**config.mk**
```make
export PLATFORM = sky130hd
export DESIGN_NAME = ifetch_unit
export DESIGN_NICKNAME = d
export VERILOG_FILES = /design/src/rtl/ifetch_unit.sv
export SDC_FILE = /design/constraint.sdc
export NUM_CORES = 1
export LEC_CHECK = 0
export ABC_CLOCK_PERIOD_IN_PS = 2700
export CORE_MARGIN = 2
export CORE_UTILIZATION = 42
export CTS_CLUSTER_SIZE = 25
export DETAILED_ROUTE_END_ITERATION = 12
export PLACE_DENSITY = 0.92
export SLEW_MARGIN = 20
export SYNTH_ARGS = -nofsm -noshare
export SYNTH_HDL_FRONTEND = slang
export SYNTH_SLANG_ARGS = --single-unit
```
**constraint.sdc**
```tcl
create_clock -name clk -period 2.7 [get_ports clk]
set_clock_uncertainty 0.05 [all_clocks]
set_input_delay 0.54 -clock clk [delete_from_list [all_inputs] [get_ports clk]]
set_output_delay 0.54 -clock clk [all_outputs]
set_load 0.05 [all_outputs]
```
**src/rtl/ifetch_unit.sv**
```systemverilog
// Instruction fetch stage: PC, req/ack fetch from imem, IR with opcode tap, branch/jump redirect.
// Optional macro HALT_OPCODE_EN: consuming opcode 3'b111 parks the unit in HALT until reset.
module ifetch_unit #(
    parameter int                ADDR_W   = 8,
    parameter int                INSTR_W  = 16,
    parameter logic [ADDR_W-1:0] RESET_PC = '0
) (
    input  logic               clk,
    input  logic               rst,
    output logic               imem_req,
    output logic [ADDR_W-1:0]  imem_addr,
    input  logic               imem_ack,
    input  logic [INSTR_W-1:0] imem_data,
    input  logic               stall,
    input  logic               branch,
    input  logic               zero,
    input  logic [ADDR_W-1:0]  br_off,
    input  logic               jump,
    input  logic [ADDR_W-1:0]  j_target,
    output logic [INSTR_W-1:0] ir,
    output logic [2:0]         opcode,
    output logic               ir_valid,
    output logic [ADDR_W-1:0]  pc,
    output logic               halted
);

`ifdef HALT_OPCODE_EN
    typedef enum logic [1:0] {
        S_IDLE  = 2'd0,
        S_FETCH = 2'd1,
        S_VALID = 2'd2,
        S_HALT  = 2'd3
    } state_t;
`else
    typedef enum logic [1:0] {
        S_IDLE  = 2'd0,
        S_FETCH = 2'd1,
        S_VALID = 2'd2
    } state_t;
`endif

    state_t               state_q, state_d;
    logic [ADDR_W-1:0]    pc_q, pc_d;
    logic [INSTR_W-1:0]   ir_q, ir_d;
    logic                 ir_valid_q, ir_valid_d;
    logic [ADDR_W-1:0]    next_pc;

    // Redirect target; only meaningful on the consume edge. Jump wins over branch.
    always_comb begin
        next_pc = pc_q + ADDR_W'(1);
        if (jump) begin
            next_pc = j_target;
        end else if (branch && zero) begin
            next_pc = pc_q + ADDR_W'(1) + br_off;
        end
    end

    always_comb begin
        state_d    = state_q;
        pc_d       = pc_q;
        ir_d       = ir_q;
        ir_valid_d = ir_valid_q;
        case (state_q)
            S_IDLE: begin
                ir_valid_d = 1'b0;
                state_d    = S_FETCH;
            end
            S_FETCH: begin
                if (imem_ack) begin
                    ir_d       = imem_data;
                    ir_valid_d = 1'b1;
                    state_d    = S_VALID;
                end
            end
            S_VALID: begin
                if (!stall) begin
                    ir_valid_d = 1'b0;
`ifdef HALT_OPCODE_EN
                    if (ir_q[INSTR_W-1 -: 3] == 3'b111) begin
                        state_d = S_HALT;
                    end else begin
                        pc_d    = next_pc;
                        state_d = S_FETCH;
                    end
`else
                    pc_d    = next_pc;
                    state_d = S_FETCH;
`endif
                end
            end
            default: begin
                // HALT (when present) is sticky; only reset leaves it.
                ir_valid_d = 1'b0;
            end
        endcase
    end

    always_ff @(posedge clk) begin
        if (rst) begin
            state_q    <= S_IDLE;
            pc_q       <= RESET_PC;
            ir_q       <= '0;
            ir_valid_q <= 1'b0;
        end else begin
            state_q    <= state_d;
            pc_q       <= pc_d;
            ir_q       <= ir_d;
            ir_valid_q <= ir_valid_d;
        end
    end

    assign imem_req  = (state_q == S_FETCH);
    assign imem_addr = pc_q;
    assign ir        = ir_q;
    assign opcode    = ir_q[INSTR_W-1 -: 3];
    assign ir_valid  = ir_valid_q;
    assign pc        = pc_q;
`ifdef HALT_OPCODE_EN
    assign halted    = (state_q == S_HALT);
`else
    assign halted    = 1'b0;
`endif

endmodule

```
## Word level (Yosys, flattened, before mapping)

Cells that the tools add are included.

- Register bits after elaboration: 27
- Input bits: 39
- Output and inout port bits: 38
- Logic and storage cells: 26

- Add/sub/neg operators: 2
- Equal/unequal tests: 4
- Mux-type cells: 8
- Bitwise logic cells: 1
- Reduce and logical (&&, ||, !) cells: 7

Operators by type and width:

| kind | count |
|---|---|
| 8-bit two-way mux | 2 |
| 8-bit by 1-bit adder with 8-bit output, second input constant | 1 |
| 8-bit adder | 1 |
| 2-bit one-hot mux with 3 select lines | 1 |
| 2-bit AND reduction | 3 |
| 2-bit two-way mux | 2 |
| 3-bit AND reduction | 1 |
| 3-bit nonzero test | 1 |
| 2-bit by 1-bit equality test with 1-bit output, second input constant | 1 |
| 2-bit equality test, second input constant | 1 |
| 2-bit logical NOT | 1 |
| 1-bit two-way mux | 2 |
| 2-bit by 1-bit != test with 1-bit output, second input constant | 1 |
| 2-bit != test, second input constant | 1 |
| 1-bit one-hot mux with 2 select lines | 1 |
| 1-bit logical AND | 1 |
| 1-bit NOT | 1 |

## Longest topological paths before layout

- Word-level depth: 4
- Depth in mapped cells: 10
- Depth with buffers taken out: 10

## Worst setup path before layout

OpenSTA, ideal clock, no wires.

- Kind: reg-to-reg
- From: register pc_q[0] (netlist: imem_addr[0])
- To: register pc_q[7] (netlist: imem_addr[7])
- Library setup time: 127 ps
- Arrival time: 2618 ps
- Path slack: -96 ps
- Stages on the path, launching flop included: 10
- Clock period less this slack: 2796 ps
- Cell sequence: dfxtp_1 -> ha_1 -> nand3_1 -> xnor2_1 -> ha_1 -> a21oi_1 -> and3_1 -> a32o_2 -> o41ai_1 -> nor4_2

- Word-level cells in the longest chain between the ends: 4

RTL lines:

| item | RTL line | text |
|---|---|---|
| start, declared | 43 | `logic [ADDR_W-1:0] pc_q, pc_d;` |
| start signal, assigned | 106 | `pc_q <= pc_d;` |
| 8-bit by 1-bit adder with 8-bit output (*) | 50, 54 |  |
| 8-bit adder | 54 | `next_pc = pc_q + ADDR_W'(1) + br_off;` |
| 8-bit two-way mux (*) | 53 | `end else if (branch && zero) begin` |
| 8-bit two-way mux (*) | 51 | `if (jump) begin` |

Mark *: on every way between the ends. The rest lies on a longest branch, timed or not.
A chain may end at the register's enable or synchronous reset.

## Worst setup path in the final report

- From: register pc_q[1] (netlist: imem_addr[1])
- To: register pc_q[7] (netlist: imem_addr[7])

The elaborated chain is that of the path after synthesis.

==> results.yml <==
run_status:
  run_status: "finished, final reports clean"
layout:
  antennaDiodeCount: 0
  final_layout_size_suffix_gt1_frac: 0.0657
  layout.core_utilization: 0.622
  syn2layout_area_growth_pct: 43.9
  most_common_cell_after_layout_fill_and_taps_aside: "sky130_fd_sc_hd__clkdlybuf4s50_1"
  nFillCells: 358
  multiInputGateArea_sq_um: 1010
  layout_common_cells: "sky130_fd_sc_hd__clkdlybuf4s50_1 (75), sky130_fd_sc_hd__nand2_1 (44), sky130_fd_sc_hd__a21oi_1 (27), sky130_fd_sc_hd__dfxtp_1 (22), sky130_fd_sc_hd__o21ai_0 (10)"
  nNetsFinal: 324
  sequential_cell_area_sq_um: 547
floorplanning:
  chipHeight_um: 67.7
  floorplan.rows: 23
  io-pin-count: 77
  die_area_sq_um: 4590
  dieWidth_um: 67.7
  initial_utilization: 0.433
  design.core.area_sq_um: 3940
sta:
  timing.slew.headroom: 0.593
  final_max_slew_viol_count: 0
  worst_pin_slew_ns: 0.611
  totalNegativeSetupSlack_ns: 0
  final-setup-viol-count: 0
  post-route-period-util: 0.936
  max_clock_freq_mhz: 396
  final_hold_viol_count: 0
  rsz0062_at_grt: "false"
  finalCriticalPeriod_ns: 2.53
global_route:
  grt_usage: 0.179
  first_global_vias: 1437
  globalRoute.totalOverflow: 0
  grt_first_pass_wirelength_um: 6390
  antenna_found_initial: 0
  grt_start_max_net_pins: 20
routing:
  route.antenna.remaining_nets: 0
  detail_route.first_pass.iterations: 4
  dr.first_iter.drc_count: 123
  routed_wl_um: 4180
  drc: 0
  wl_per_cell_um: 12.9
  viasPerCell: 5.23
  total_via_count_in_the_routed_design: 1693
clock_network:
  cts.reportedPaths.clkPinSlew_ns: 0.09
  clk_root_buffer_cell: "sky130_fd_sc_hd__clkbuf_8"
  cts_tree: "built"
  clock_path_buffers: 2
  clkLatencyLatePin_ns: 0.27
  cts_hold_buf: 0
  cts_inserted_buffers: 3
  clock_net_sink_count: 27
  number_of_h_tree_levels: 1
  cts-resized-gates: 0
  post_cts_setup_buffer_count: 0
yosys:
  synthesis.area_per_instance_sq_um: 7.97
  ys.warnings.count: 0
  synth-async-reset-ratio: 0
  mappedNetlistArea_sq_um: 1710
  ys_ff_latch: 27
  dominantRegCellSynth: "sky130_fd_sc_hd__dfxtp_1"
  mappedNetlistNets: 263
  netlist_instances: 214
  netlist-cell-type-count: 42
  number_of_enable_flip_flop_cells_after_synthesis: 0
  ys_seq_area_frac: 0.317
placed_design:
  finalWeightedCongestion: 0.877
  dp_hpwl_um: 3240
  placement.io_buffers: 75
worst_hold_path:
  min_path_type: "reg2reg"
  worst_hold_startpoint: "ir[9]"
worst_setup_path:
  timing.critical_path.buf_inv: 0
  critPathRequiredTime_ns: 2.81
  critPathLaunchType: "flop"
  critical_register_to_register_path_startpoint: "imem_addr[1]"
  crit_fanout: 7
  crit_path_end_kind: "flop"
  cp_common_cell: "sky130_fd_sc_hd__ha_1"
  critical_path.slowest_cell: "sky130_fd_sc_hd__o41ai_1"
  critical_path.max_stage_delay_ns: 0.42
  r2r_setup_slack_ns: 0.17
  timing.critical_path.cells: "ha_1, nand3_1, xnor2_1, ha_1, a21oi_1, and3_1, a32o_2, o41ai_1, nor4_2"
  critical_path.startpoint: "imem_addr[1]"
  timing.critical_path.arrival_ns: 2.64
  timing_worst_setup_path_type: "reg2reg"
  cp_top_family: "compound AO/OA/AOI/OAI gates"
power:
  irDropWorstVdd_uv: 272
  power_mw: 0.962
  static-leakage-power_nw: 0.940
  pwr_density_cell_nw_per_um2: 392
flow_run:
  maxCapViolations: 0
## final timing paths
path                                endpoint  cells after the start
worst max-delay path            imem_addr[7]                      9
worst min-delay path                   ir[9]                      2
worst max register to register  imem_addr[7]                      9
worst min register to register         ir[9]                      2
## layer usage
metal,track usage,part of all wire
met1,0.235,0.43
met2,0.304,0.50
met3,0.0350,0.066
met4,0.0357,0.0060
met5,0,0
## logic make-up after synthesis
group / share of synthesized area
AO/OA/AOI/OAI: 0.204
XOR/XNOR: 0.0462
adder cells (fa/ha/maj): 0.0778
buffers and inverters: 0.0902
flip-flops: 0.317
multiplexers: 0.0176
other: 0.00220
AND/OR/NAND/NOR: 0.245
## power by group
part | internal, mW | switching, mW | leakage, nW
Clock | 0.106 | 0.125 | 0.0228
Sequential | 0.416 | 0.0146 | 0.222
Combinational | 0.132 | 0.169 | 0.695
Total | 0.654 | 0.308 | 0.940
## tightest hold or removal path, delay by kind of cell, from the launching register on
| family | cells | cell delay, ns |
|---|---|---|
| simple gates | 1 | 0.05 |
| flops | 1 | 0.32 |
| compound gates | 1 | 0.05 |
## synth_stat cells (2+ instances only)
| master | n | area share |
|---|---|---|
| sky130_fd_sc_hd__xnor2_1 | 6 | 0.031 |
| sky130_fd_sc_hd__buf_2 | 3 | 0.0088 |
| sky130_fd_sc_hd__nand2_1 | 44 | 0.097 |
| sky130_fd_sc_hd__nand3_1 | 5 | 0.015 |
| sky130_fd_sc_hd__a21oi_1 | 27 | 0.079 |
| sky130_fd_sc_hd__o22ai_1 | 2 | 0.0073 |
| sky130_fd_sc_hd__and3_1 | 6 | 0.022 |
| sky130_fd_sc_hd__inv_1 | 4 | 0.0088 |
| sky130_fd_sc_hd__clkbuf_1 | 6 | 0.013 |
| sky130_fd_sc_hd__dfxtp_1 | 27 | 0.32 |
| sky130_fd_sc_hd__a211oi_1 | 3 | 0.013 |
| sky130_fd_sc_hd__nand2b_1 | 4 | 0.015 |
| sky130_fd_sc_hd__buf_4 | 12 | 0.053 |
| sky130_fd_sc_hd__and2_1 | 2 | 0.0073 |
| sky130_fd_sc_hd__ha_1 | 9 | 0.066 |
| sky130_fd_sc_hd__a311o_1 | 2 | 0.012 |
| sky130_fd_sc_hd__xor2_1 | 3 | 0.015 |
| sky130_fd_sc_hd__nand3b_1 | 2 | 0.0088 |
| sky130_fd_sc_hd__o21ai_0 | 10 | 0.029 |
| sky130_fd_sc_hd__a21o_1 | 4 | 0.018 |
| sky130_fd_sc_hd__nor2_1 | 7 | 0.015 |
| sky130_fd_sc_hd__nor3_1 | 4 | 0.012 |
| sky130_fd_sc_hd__mux2i_1 | 3 | 0.018 |
## layout make-up
cell class / instances / area share
Inverter: 4 / 0.00612
Multi-Input combinational cell: 161 / 0.412
Clock buffer: 4 / 0.0184
Sequential cell: 27 / 0.223
Timing Repair Buffer: 78 / 0.315
Tap cell: 50 / 0.0255
## state kept, by name, summed over array words and instances, names as in the netlist
register	count
ir	16
imem_addr	8
state_q	2
ir_valid	1
## through the flow
stage	cell area (sq um)	std cells	setup slack [ns]	hold WS [ns]
after floorplan	1710	214	0.142	0.443
after global placement	2410	320	0.0608	0.391
after detailed placement	2410	320	0.0356	0.397
after CTS	2450	324	0.176	0.409
after global routing	2450	324	0.0155	0.426
final	2450	324	0.174	0.407
Note: power is estimated with default switching activity, not from simulation.
==> RTL change: new RTL, same settings <==
The option `HALT_OPCODE_EN` is turned on by a define.
--- a/src/rtl/ifetch_unit.sv
+++ b/src/rtl/ifetch_unit.sv
@@ -1,5 +1,7 @@
 // Instruction fetch stage: PC, req/ack fetch from imem, IR with opcode tap, branch/jump redirect.
 // Optional macro HALT_OPCODE_EN: consuming opcode 3'b111 parks the unit in HALT until reset.
+`define HALT_OPCODE_EN
+
 module ifetch_unit #(
     parameter int                ADDR_W   = 8,
     parameter int                INSTR_W  = 16,
Behaviour: not the same (Yosys sat finds a counterexample within 4 cycles, from zero or initial values and one cycle with rst high).
==> RTL change against the unedited design <==
Total power up 11%. Setup slack better by 87 ps. Design area up 2.1%. Wire length up 7.1%. Via count down 0.18%. Synthesized area up 1.8%. Cell count up 2.5%. Sequential cell count unchanged. Highest routed layer unchanged.
==> RTL change: results (changes against the unedited design) <==
[placement]
hpwl_mm=3.514  ; was 3.235 mm
io_buffers=76  ; was 75
place_congestion=0.8774  ; was 0.8769

[critical_path]
cpMaxStageDelayCell=dfxtp_1  ; was o41ai_1
r2r_slack_ps=260  ; was 170 ps
worstPathMaxFanout=6  ; was 7
cp.arrival_ps=2560  ; was 2640 ps
critical-path-max-stage-delay_ps=450  ; was 420 ps
critical-path-top-delay-family=compound AO/OA/AOI/OAI gates  ; unchanged

[yosys]
ys_top_cells_by_count=nand2_1, a21oi_1, dfxtp_1  ; unchanged
synth_area_leaders=dfxtp_1, ha_1, nand2_1  ; was dfxtp_1, nand2_1, a21oi_1
muxShareOfSynthArea_pct=3.461  ; was 1.761%
synth_fp_nets=269  ; was 263
synth_xor_area_share_pct=4.542  ; was 4.622%
synth_compound_area_share_pct=19.97  ; was 20.40%
ys_seq_area_share_pct=31.15  ; was 31.69%
ys_types=41  ; was 42

[outcome]
status=finished clean  ; unchanged

[clocking]
cts-htree-levels=1  ; unchanged
ctsResizeCount=0  ; unchanged

[detailed_routing]
drtIter0Drc=71  ; was 123
vias_per_cell=5.090  ; was 5.225
drt-wirelength-per-cell_um=13.47  ; was 12.89 µm

[global_routing]
grt_max_degree=17  ; was 20
grt_pass1_wl_mm=7.120  ; was 6.389 mm
grt_pass1_vias=1543  ; was 1437
track_usage_pct=20.15  ; was 17.91%

[layout]
diodes=0  ; unchanged
final_layout_size_suffix_gt1_share_pct=4.965  ; was 6.569%
final_nets=336  ; was 324

[power_and_ir_drop]
max-vdd-ir-drop_mv=0.3304  ; was 0.2718 mV
leakagePower_uw=0.0009764  ; was 0.0009403 µW

[sta]
max-slew-margin-rel_pct=54.42  ; was 59.26%

[RTL change: through the flow]
step	power [µW]	area [µm²]	setup slack [ps]	std cells	hold slack [ps]
floorplan	704.0	1735	117.7	216	463.6
global placement	832.8	2459	44.88	328	390.6
detailed placement	844.1	2459	0.4876	328	395.7
CTS	1077	2505	272.8	332	409.2
global route	1127	2505	10.35	332	423.6
finish	1064	2505	260.6	332	407.9
[RTL change: final timing paths]
| path | endpoint | depth (start not counted) | startpoint |
|---|---|---|---|
| worst max-delay path | imem_addr[4] | 9 | imem_addr[0] |
| worst min-delay path | ir[7] | 2 | ir[7] |
| worst min register to register | ir[7] | 2 | ir[7] |
| worst max register to register | imem_addr[4] | 9 | imem_addr[0] |
[RTL change: final cells by class]
class	instances	area, µm²
Sequential cell	27	540.5
Timing Repair Buffer	82	805.8
Multi-Input combinational cell	161	1020
Clock buffer	3	41.29
Fill cell	356	1495
Inverter	8	30.03
Tap cell	50	62.56
Clock inverter	1	5.005
[RTL change: worst reg2reg max path, cell delays in order, from the launching register on]
cell     delay (ps)
dfxtp_1         450
buf_4           180
inv_1            40
ha_1            230
fa_1            400
a21oi_1         160
nor2b_1          70
o21a_1          190
o31a_1          270
o41ai_1         300
[RTL change: power by group through the flow]
stage | registers (µW) | clock network (µW) | logic, µW
final | 445 | 228 | 392
after global routing | 449 | 256 | 422
after CTS | 445 | 240 | 392
after detailed placement | 454 | 0 | 390
after global placement | 453 | 0 | 380
after floorplan | 526 | 0 | 178
[RTL change: layer usage]
metal / routed length [µm] / vias up / track usage, %
met5: 0 / - / 0
met4: 35 / 0 / 4.750
met3: 294 / 4 / 5.592
met2: 2229 / 53 / 34.95
met1: 1913 / 762 / 24.58
li1: - / 871 / -
